<file path="src/rtl/dmem_arbiter_pkg.sv">
// Shared types and default widths for the data-memory arbiter.
//   requester_t : identifies the CPU or the debug/loader port
//   rd_pend_t   : outstanding read return (valid + owning requester)
package dmem_arb_pkg;

    localparam int unsigned DMEM_DATA_W = 16;
    localparam int unsigned DMEM_ADDR_W = 8;

    typedef enum logic {
        REQ_CPU = 1'b0,
        REQ_DBG = 1'b1
    } requester_t;

    typedef struct packed {
        logic       valid;
        requester_t owner;
    } rd_pend_t;

endpackage

</file>
<file path="src/rtl/dmem_arbiter_if.sv">
// Bus bundle between the two requesters, the arbiter and the memory array.
//   cpu_* : CPU load/store request, grant and read return
//   dbg_* : debug/loader request (with burst lock), grant and read return
//   mem_* : single-port memory command and read data
// Modports: slave = arbiter side, master = environment (requesters + memory).
interface dmem_arbiter_if
    import dmem_arb_pkg::*;
#(
    parameter int unsigned DATA_W = DMEM_DATA_W,
    parameter int unsigned ADDR_W = DMEM_ADDR_W
) ();

    logic              cpu_req;
    logic              cpu_we;
    logic [ADDR_W-1:0] cpu_addr;
    logic [DATA_W-1:0] cpu_wdata;
    logic              cpu_gnt;
    logic              cpu_rvalid;
    logic [DATA_W-1:0] cpu_rdata;

    logic              dbg_req;
    logic              dbg_we;
    logic              dbg_lock;
    logic [ADDR_W-1:0] dbg_addr;
    logic [DATA_W-1:0] dbg_wdata;
    logic              dbg_gnt;
    logic              dbg_rvalid;
    logic [DATA_W-1:0] dbg_rdata;

    logic              mem_en;
    logic              mem_we;
    logic [ADDR_W-1:0] mem_addr;
    logic [DATA_W-1:0] mem_wdata;
    logic [DATA_W-1:0] mem_rdata;

    modport slave (
        input  cpu_req, cpu_we, cpu_addr, cpu_wdata,
        output cpu_gnt, cpu_rvalid, cpu_rdata,
        input  dbg_req, dbg_we, dbg_lock, dbg_addr, dbg_wdata,
        output dbg_gnt, dbg_rvalid, dbg_rdata,
        output mem_en, mem_we, mem_addr, mem_wdata,
        input  mem_rdata
    );

    modport master (
        output cpu_req, cpu_we, cpu_addr, cpu_wdata,
        input  cpu_gnt, cpu_rvalid, cpu_rdata,
        output dbg_req, dbg_we, dbg_lock, dbg_addr, dbg_wdata,
        input  dbg_gnt, dbg_rvalid, dbg_rdata,
        input  mem_en, mem_we, mem_addr, mem_wdata,
        output mem_rdata
    );

endinterface

</file>
<file path="src/rtl/dmem_arbiter.sv">
// Round-robin arbiter sharing one single-port data memory between the CPU
// and a debug/loader port, with a bounded debug burst lock and read-data
// routing back to the issuing requester.
//   clk : rising-edge clock
//   rst : asynchronous active-high reset
//   bus : dmem_arbiter_if.slave (requester handshakes + memory command)
module dmem_arbiter
    import dmem_arb_pkg::*;
#(
    parameter int unsigned DATA_W   = DMEM_DATA_W,
    parameter int unsigned ADDR_W   = DMEM_ADDR_W,
    parameter int unsigned MAX_LOCK = 8
) (
    input  logic           clk,
    input  logic           rst,
    dmem_arbiter_if.slave  bus
);

    localparam int unsigned       LOCK_W   = $clog2(MAX_LOCK + 1);
    localparam logic [LOCK_W-1:0] LOCK_MAX = LOCK_W'(MAX_LOCK);

    requester_t        r_last;
    requester_t        w_last_nxt;
    logic [LOCK_W-1:0] r_lock_cnt;
    logic [LOCK_W-1:0] w_lock_cnt_nxt;
    rd_pend_t          r_rd_pend;
    rd_pend_t          w_rd_pend_nxt;

    logic              w_tie_dbg;
    logic              w_cpu_gnt;
    logic              w_dbg_gnt;
    logic              w_mem_we;
    logic [ADDR_W-1:0] w_mem_addr;
    logic [DATA_W-1:0] w_mem_wdata;

    // State registers
    always_ff @(posedge clk or posedge rst) begin
        if (rst) begin
            r_last     <= REQ_DBG;
            r_lock_cnt <= '0;
            r_rd_pend  <= '{valid: 1'b0, owner: REQ_CPU};
        end else begin
            r_last     <= w_last_nxt;
            r_lock_cnt <= w_lock_cnt_nxt;
            r_rd_pend  <= w_rd_pend_nxt;
        end
    end

    // Grant decision, memory command mux and next-state
    always_comb begin
        w_tie_dbg      = 1'b0;
        w_cpu_gnt      = 1'b0;
        w_dbg_gnt      = 1'b0;
        w_mem_we       = 1'b0;
        w_mem_addr     = '0;
        w_mem_wdata    = '0;
        w_last_nxt     = r_last;
        w_lock_cnt_nxt = r_lock_cnt;
        w_rd_pend_nxt  = '{valid: 1'b0, owner: REQ_CPU};

        // Tie goes to debug if CPU went last, or debug holds an unexpired lock
        w_tie_dbg = (r_last == REQ_CPU) |
                    (bus.dbg_lock & (r_last == REQ_DBG) & (r_lock_cnt != LOCK_MAX));

        w_cpu_gnt = ~rst & bus.cpu_req & ~(bus.dbg_req & w_tie_dbg);
        w_dbg_gnt = ~rst & bus.dbg_req & ~(bus.cpu_req & ~w_tie_dbg);

        if (w_cpu_gnt) begin
            w_mem_we    = bus.cpu_we;
            w_mem_addr  = bus.cpu_addr;
            w_mem_wdata = bus.cpu_wdata;
            w_last_nxt  = REQ_CPU;
        end else if (w_dbg_gnt) begin
            w_mem_we    = bus.dbg_we;
            w_mem_addr  = bus.dbg_addr;
            w_mem_wdata = bus.dbg_wdata;
            w_last_nxt  = REQ_DBG;
        end

        // Lock counter saturates at MAX_LOCK so a sole locked debug stream cannot wrap
        if (w_cpu_gnt || !bus.dbg_lock) begin
            w_lock_cnt_nxt = '0;
        end else if (w_dbg_gnt && (r_lock_cnt != LOCK_MAX)) begin
            w_lock_cnt_nxt = r_lock_cnt + LOCK_W'(1);
        end

        w_rd_pend_nxt.valid = (w_cpu_gnt | w_dbg_gnt) & ~w_mem_we;
        w_rd_pend_nxt.owner = w_dbg_gnt ? REQ_DBG : REQ_CPU;
    end

    assign bus.cpu_gnt    = w_cpu_gnt;
    assign bus.dbg_gnt    = w_dbg_gnt;
    assign bus.mem_en     = w_cpu_gnt | w_dbg_gnt;
    assign bus.mem_we     = w_mem_we;
    assign bus.mem_addr   = w_mem_addr;
    assign bus.mem_wdata  = w_mem_wdata;

    // Read data is broadcast; only rvalid tells a requester it is theirs
    assign bus.cpu_rdata  = bus.mem_rdata;
    assign bus.dbg_rdata  = bus.mem_rdata;
    assign bus.cpu_rvalid = r_rd_pend.valid & (r_rd_pend.owner == REQ_CPU);
    assign bus.dbg_rvalid = r_rd_pend.valid & (r_rd_pend.owner == REQ_DBG);

endmodule

</file>
<file path="src/flat_wrapper.sv">
// flat-port wrapper written by rule: the top's interface ports become plain ports
module dmem_arbiter_flat import dmem_arb_pkg::*;
#(
    parameter int unsigned DATA_W   = DMEM_DATA_W,
    parameter int unsigned ADDR_W   = DMEM_ADDR_W,
    parameter int unsigned MAX_LOCK = 8
)
  (clk, rst, bus_cpu_req, bus_cpu_we, bus_cpu_addr, bus_cpu_wdata, bus_cpu_gnt, bus_cpu_rvalid, bus_cpu_rdata, bus_dbg_req, bus_dbg_we, bus_dbg_lock, bus_dbg_addr, bus_dbg_wdata, bus_dbg_gnt, bus_dbg_rvalid, bus_dbg_rdata, bus_mem_en, bus_mem_we, bus_mem_addr, bus_mem_wdata, bus_mem_rdata);
  dmem_arbiter_if #(.DATA_W(DATA_W), .ADDR_W(ADDR_W)) bus_i ();
  input  logic clk;
  input  logic rst;
  input wire logic [$bits(bus_i.cpu_req)-1:0] bus_cpu_req;
  input wire logic [$bits(bus_i.cpu_we)-1:0] bus_cpu_we;
  input wire logic [$bits(bus_i.cpu_addr)-1:0] bus_cpu_addr;
  input wire logic [$bits(bus_i.cpu_wdata)-1:0] bus_cpu_wdata;
  output wire logic [$bits(bus_i.cpu_gnt)-1:0] bus_cpu_gnt;
  output wire logic [$bits(bus_i.cpu_rvalid)-1:0] bus_cpu_rvalid;
  output wire logic [$bits(bus_i.cpu_rdata)-1:0] bus_cpu_rdata;
  input wire logic [$bits(bus_i.dbg_req)-1:0] bus_dbg_req;
  input wire logic [$bits(bus_i.dbg_we)-1:0] bus_dbg_we;
  input wire logic [$bits(bus_i.dbg_lock)-1:0] bus_dbg_lock;
  input wire logic [$bits(bus_i.dbg_addr)-1:0] bus_dbg_addr;
  input wire logic [$bits(bus_i.dbg_wdata)-1:0] bus_dbg_wdata;
  output wire logic [$bits(bus_i.dbg_gnt)-1:0] bus_dbg_gnt;
  output wire logic [$bits(bus_i.dbg_rvalid)-1:0] bus_dbg_rvalid;
  output wire logic [$bits(bus_i.dbg_rdata)-1:0] bus_dbg_rdata;
  output wire logic [$bits(bus_i.mem_en)-1:0] bus_mem_en;
  output wire logic [$bits(bus_i.mem_we)-1:0] bus_mem_we;
  output wire logic [$bits(bus_i.mem_addr)-1:0] bus_mem_addr;
  output wire logic [$bits(bus_i.mem_wdata)-1:0] bus_mem_wdata;
  input wire logic [$bits(bus_i.mem_rdata)-1:0] bus_mem_rdata;
  assign bus_i.cpu_req = bus_cpu_req;
  assign bus_i.cpu_we = bus_cpu_we;
  assign bus_i.cpu_addr = bus_cpu_addr;
  assign bus_i.cpu_wdata = bus_cpu_wdata;
  assign bus_cpu_gnt = bus_i.cpu_gnt;
  assign bus_cpu_rvalid = bus_i.cpu_rvalid;
  assign bus_cpu_rdata = bus_i.cpu_rdata;
  assign bus_i.dbg_req = bus_dbg_req;
  assign bus_i.dbg_we = bus_dbg_we;
  assign bus_i.dbg_lock = bus_dbg_lock;
  assign bus_i.dbg_addr = bus_dbg_addr;
  assign bus_i.dbg_wdata = bus_dbg_wdata;
  assign bus_dbg_gnt = bus_i.dbg_gnt;
  assign bus_dbg_rvalid = bus_i.dbg_rvalid;
  assign bus_dbg_rdata = bus_i.dbg_rdata;
  assign bus_mem_en = bus_i.mem_en;
  assign bus_mem_we = bus_i.mem_we;
  assign bus_mem_addr = bus_i.mem_addr;
  assign bus_mem_wdata = bus_i.mem_wdata;
  assign bus_i.mem_rdata = bus_mem_rdata;
  dmem_arbiter #(.DATA_W(DATA_W), .ADDR_W(ADDR_W), .MAX_LOCK(MAX_LOCK)) u_core (.clk(clk), .rst(rst), .bus(bus_i));
endmodule
</file>
<file path="config.mk">
export PLATFORM = sky130hd
export DESIGN_NAME = dmem_arbiter_flat
export DESIGN_NICKNAME = d
export VERILOG_FILES = /design/src/rtl/dmem_arbiter_pkg.sv /design/src/rtl/dmem_arbiter_if.sv /design/src/rtl/dmem_arbiter.sv /design/src/flat_wrapper.sv
export SDC_FILE = /design/constraint.sdc
export NUM_CORES = 1
export LEC_CHECK = 0
export ABC_AREA = 1
export BUFFER_PORTS_ARGS = -buffer_cell sky130_fd_sc_hd__buf_2
export CAP_MARGIN = 20
export CORE_MARGIN = 2
export CORE_UTILIZATION = 29
export CTS_BUF_LIST = sky130_fd_sc_hd__clkbuf_4
export DETAILED_ROUTE_END_ITERATION = 10
export PLACE_DENSITY = 0.71
export RECOVER_POWER = 25
export SYNTH_ARGS = -nofsm -noshare
export SYNTH_HDL_FRONTEND = slang
export SYNTH_SLANG_ARGS = --single-unit
</file>
<file path="constraint.sdc">
create_clock -name clk -period 1.7 [get_ports clk]
set_input_delay 0.085 -clock clk [delete_from_list [all_inputs] [get_ports clk]]
set_output_delay 0.085 -clock clk [all_outputs]
set_load 0.01 [all_outputs]
</file>
==> flow_metrics.tcl <==
set metrics [dict create \
    total_inserted_antenna_cells 0 \
    drcViolationCount 0 \
    outcome "finished, violations left" \
    syn_area_per_cell_um2 6.86 \
    synthesis.instances 169 \
    cts_num_sinks 7 \
    gp_congestion 0.787 \
    area.growth.synth_to_final_pct 34.8 \
    grt_antenna_before_repair 0 \
    dp_cells 265 \
    die_w_um 67.2 \
    grt_first_pass_wirelength_um 4050 \
    route.antenna.remaining_nets 0 \
    worstSetupPathType "reg2out" \
    worstHoldStart "bus_dbg_we" \
    final_cell_count_no_fill 282 \
    dp_worst_setup_slack_ps 31.4 \
    root_buffer "sky130_fd_sc_hd__clkbuf_4" \
    synth_warnings 0 \
    rows 22 \
    power_uw 686 \
    grt_max_degree 15 \
    die_area_mm2 0.00452 \
    max_freq_ghz 0.586 \
    effective_utilization_at_floorplan_pct 31.0 \
    worst-r2r-cell-count 11 \
    rsz0062_at_grt "true" \
    synth-seq-cells 7 \
    max-slew-margin-rel_pct 81.4 \
    p_per_area_mw_per_mm2 439 \
    critical_path.startpoint_type "flip-flop" \
    total_leakage_power_nw 0.955 \
    timing.final.crit_period_ps 1710 \
    worst_ir_drop_vdd_uv 302 \
    mappedNetlistArea_mm2 0.00116 \
    insertion_delay_of_the_later_clocked_pin_in_the_worst_skew_pair_ps 250 \
    skew_ps 4.41 \
    syn-num-nets 242 \
    drtIter0Drc 18 \
    critical_path.endpoint_type "output pin" \
    postRouteWirelength_um 2940 \
    tritoncts "built" \
    boundaryPins 133 \
    tightest_slew_ps 279 \
    grt_overflow_total 0 \
    hold_end "u_core.r_rd_pend[1]" \
    design.core.area_mm2 0.00374 \
    synth_sequential_area_ratio_pct 15.2 \
    total_count_of_hold_check_failures_in_the_final_report 0 \
    dp_hpwl_um 2040 \
    hold-path-cell-count 4 \
    detailroute.via_count 1177 \
    violations "setup timing" \
    die-height_um 67.2 \
    io_buffer_count 84 \
    r2r_start "u_core.r_lock_cnt[0]" \
    finalWorstSetupSlack_ps -6.04 \
    drive_gt1_share_pct 65.4 \
    detail_route.wl_per_cell_um 10.4 \
    setup_violations 3 \
    num-fill-cells 387 \
    finish.net_count 308 \
    cts.htree.levels 1 \
    cts.reportedPaths.clkPinSlew_ps 50 \
    regToRegEndpoint "u_core.r_lock_cnt[0]" \
    vias_per_cell 4.17 \
    final-max-slew-violation-count 0 \
    finalCritPeriodShare_pct 100 \
    worst_hold_slack_ps 136 \
    synth_cell_type_count 21 \
    drtPass1Iterations 4 \
    cts_buffer_depth 2 \
    drv_cap 0 \
    arrival_ps 1620 \
    critical_path_peak_fanout 6 \
    setup_tns_ps -9.39 \
    vias_in_the_first_global_route 953 \
    min-delay-path-class "in2reg" \
    reg2reg_slack_ps 190 \
    numCtsBuffers 3 \
    globalRouteTotalUtil_pct 11.8 \
    worst-endpoint-required_ps 1620 \
]
-- state kept, by name, indices dropped and copies added, names as in the netlist --
| name | count |
|---|---|
| u_core.r_lock_cnt | 4 |
| u_core.r_last | 1 |
| u_core.r_rd_pend | 2 |
-- how the worst max path moves through the flow --
| stage | depth (start not counted) | end | from |
|---|---|---|---|
| finish | 11 | bus_mem_wdata[4] | u_core.r_lock_cnt[0] |
| global route | 11 | bus_mem_wdata[3] | u_core.r_lock_cnt[0] |
| CTS | 11 | bus_mem_addr[6] | u_core.r_lock_cnt[0] |
| detailed placement | 10 | bus_mem_we | u_core.r_lock_cnt[0] |
| global placement | 10 | bus_mem_we | u_core.r_lock_cnt[0] |
| floorplan | 11 | bus_mem_addr[0] | u_core.r_lock_cnt[0] |
-- layout make-up --
type,instances,area (µm²),share of cell area [%]
clock buffer,4,30.0,1.92
tap,48,60.1,3.84
sequential,7,176,11.3
multi-input combinational,112,677,43.3
inverter,14,77.6,4.96
timing repair inverter,4,40.0,2.56
timing repair buffer,93,503,32.2
-- layer usage --
metal,track usage [%],routed length [µm],up-vias
li1,-,-,611
met2,21.8,1490,67
met3,3.17,296,0
met1,14.1,1160,499
met4,0.765,0,0
met5,0,0,-
-- power by group --
group          switching [mW]  internal (mW)
clock network          0.0627          0.106
registers             0.00914          0.179
logic                   0.181          0.149
-- critical path: stages (launching register included) --
cell,delay [ps]
sky130_fd_sc_hd__dfrtp_1,390
sky130_fd_sc_hd__inv_2,90
sky130_fd_sc_hd__ha_4,140
sky130_fd_sc_hd__nand3_4,70
sky130_fd_sc_hd__nand2_4,90
sky130_fd_sc_hd__nand2_4,50
sky130_fd_sc_hd__nand2_4,80
sky130_fd_sc_hd__nand2_8,120
sky130_fd_sc_hd__inv_6,110
sky130_fd_sc_hd__nand2_1,50
sky130_fd_sc_hd__nand2_1,50
sky130_fd_sc_hd__buf_2,120
-- cell usage in the layout, fill, tap and decap left out --
| master | n |
|---|---|
| sky130_fd_sc_hd__clkbuf_4 | 4 |
| sky130_fd_sc_hd__ha_1 | 1 |
| sky130_fd_sc_hd__a21boi_0 | 1 |
| sky130_fd_sc_hd__inv_2 | 3 |
| sky130_fd_sc_hd__inv_1 | 9 |
| sky130_fd_sc_hd__dlygate4sd3_1 | 1 |
| sky130_fd_sc_hd__nand2_1 | 47 |
| sky130_fd_sc_hd__xor2_1 | 1 |
| sky130_fd_sc_hd__nand2_2 | 35 |
| sky130_fd_sc_hd__inv_8 | 2 |
| sky130_fd_sc_hd__dfstp_2 | 1 |
| sky130_fd_sc_hd__nand2_8 | 2 |
| sky130_fd_sc_hd__nand3_1 | 3 |
| sky130_fd_sc_hd__nand4_1 | 4 |
| sky130_fd_sc_hd__dfrtp_1 | 6 |
| sky130_fd_sc_hd__inv_12 | 2 |
| sky130_fd_sc_hd__nand2_4 | 5 |
| sky130_fd_sc_hd__inv_6 | 2 |
| sky130_fd_sc_hd__buf_4 | 8 |
| sky130_fd_sc_hd__ha_4 | 1 |
| sky130_fd_sc_hd__a21oi_1 | 2 |
| sky130_fd_sc_hd__buf_6 | 2 |
| sky130_fd_sc_hd__nor2_1 | 5 |
| sky130_fd_sc_hd__nor2_4 | 2 |
| sky130_fd_sc_hd__nand3_4 | 2 |
| sky130_fd_sc_hd__nor3_1 | 1 |
| sky130_fd_sc_hd__buf_2 | 82 |
-- cells in the mapped netlist --
master / number / area share [%]
sky130_fd_sc_hd__ha_1: 2 / 2.2
sky130_fd_sc_hd__a21boi_0: 1 / 0.65
sky130_fd_sc_hd__buf_12: 3 / 5.2
sky130_fd_sc_hd__nand4_1: 4 / 2.2
sky130_fd_sc_hd__inv_6: 2 / 1.5
sky130_fd_sc_hd__xor2_1: 1 / 0.76
sky130_fd_sc_hd__buf_6: 1 / 0.97
sky130_fd_sc_hd__dfstp_2: 1 / 2.3
sky130_fd_sc_hd__a21oi_1: 2 / 0.86
sky130_fd_sc_hd__inv_1: 11 / 3.6
sky130_fd_sc_hd__nor2_1: 5 / 1.6
sky130_fd_sc_hd__inv_2: 1 / 0.32
sky130_fd_sc_hd__nor3_1: 1 / 0.43
sky130_fd_sc_hd__nand2_4: 4 / 3.9
sky130_fd_sc_hd__buf_4: 32 / 21
sky130_fd_sc_hd__nor2_4: 2 / 1.9
sky130_fd_sc_hd__nand2_1: 56 / 18
sky130_fd_sc_hd__nand2_2: 29 / 16
sky130_fd_sc_hd__dfrtp_1: 6 / 13
sky130_fd_sc_hd__nand3_4: 2 / 3.0
sky130_fd_sc_hd__nand3_1: 3 / 1.3
-- cell families (layout without fill, tap and decap cells) --
group           after synthesis  count (layout)  synth area share (%)
compound gates                3               3                  1.51
xor+xnor                      1               1                 0.755
fa+ha+maj                     2               2                  2.16
buf+inv                      50             115                  32.3
flops                         7               7                  15.2
simple gates                106             106                  48.1
-- per-stage QoR --
step	cell area (µm²)	utilization [%]
finish	1560	41.8
global route	1560	41.8
detailed placement	1330	35.5
global placement	1330	35.5
CTS	1510	40.4
floorplan	1160	-
-- timing repair --
| item | in CTS | in global routing |
|---|---|---|
| hold buffers | 1 | 0 |
| cloned | 4 | 0 |
| buffers inserted | 6 | 2 |
| pin swaps | 5 | 4 |
| endpoints found under the hold margin | 6 | 0 |
| endpoints found under the setup margin | 27 | 26 |
| gates resized for setup | 18 | 9 |
(Power assumes the default switching activity.)
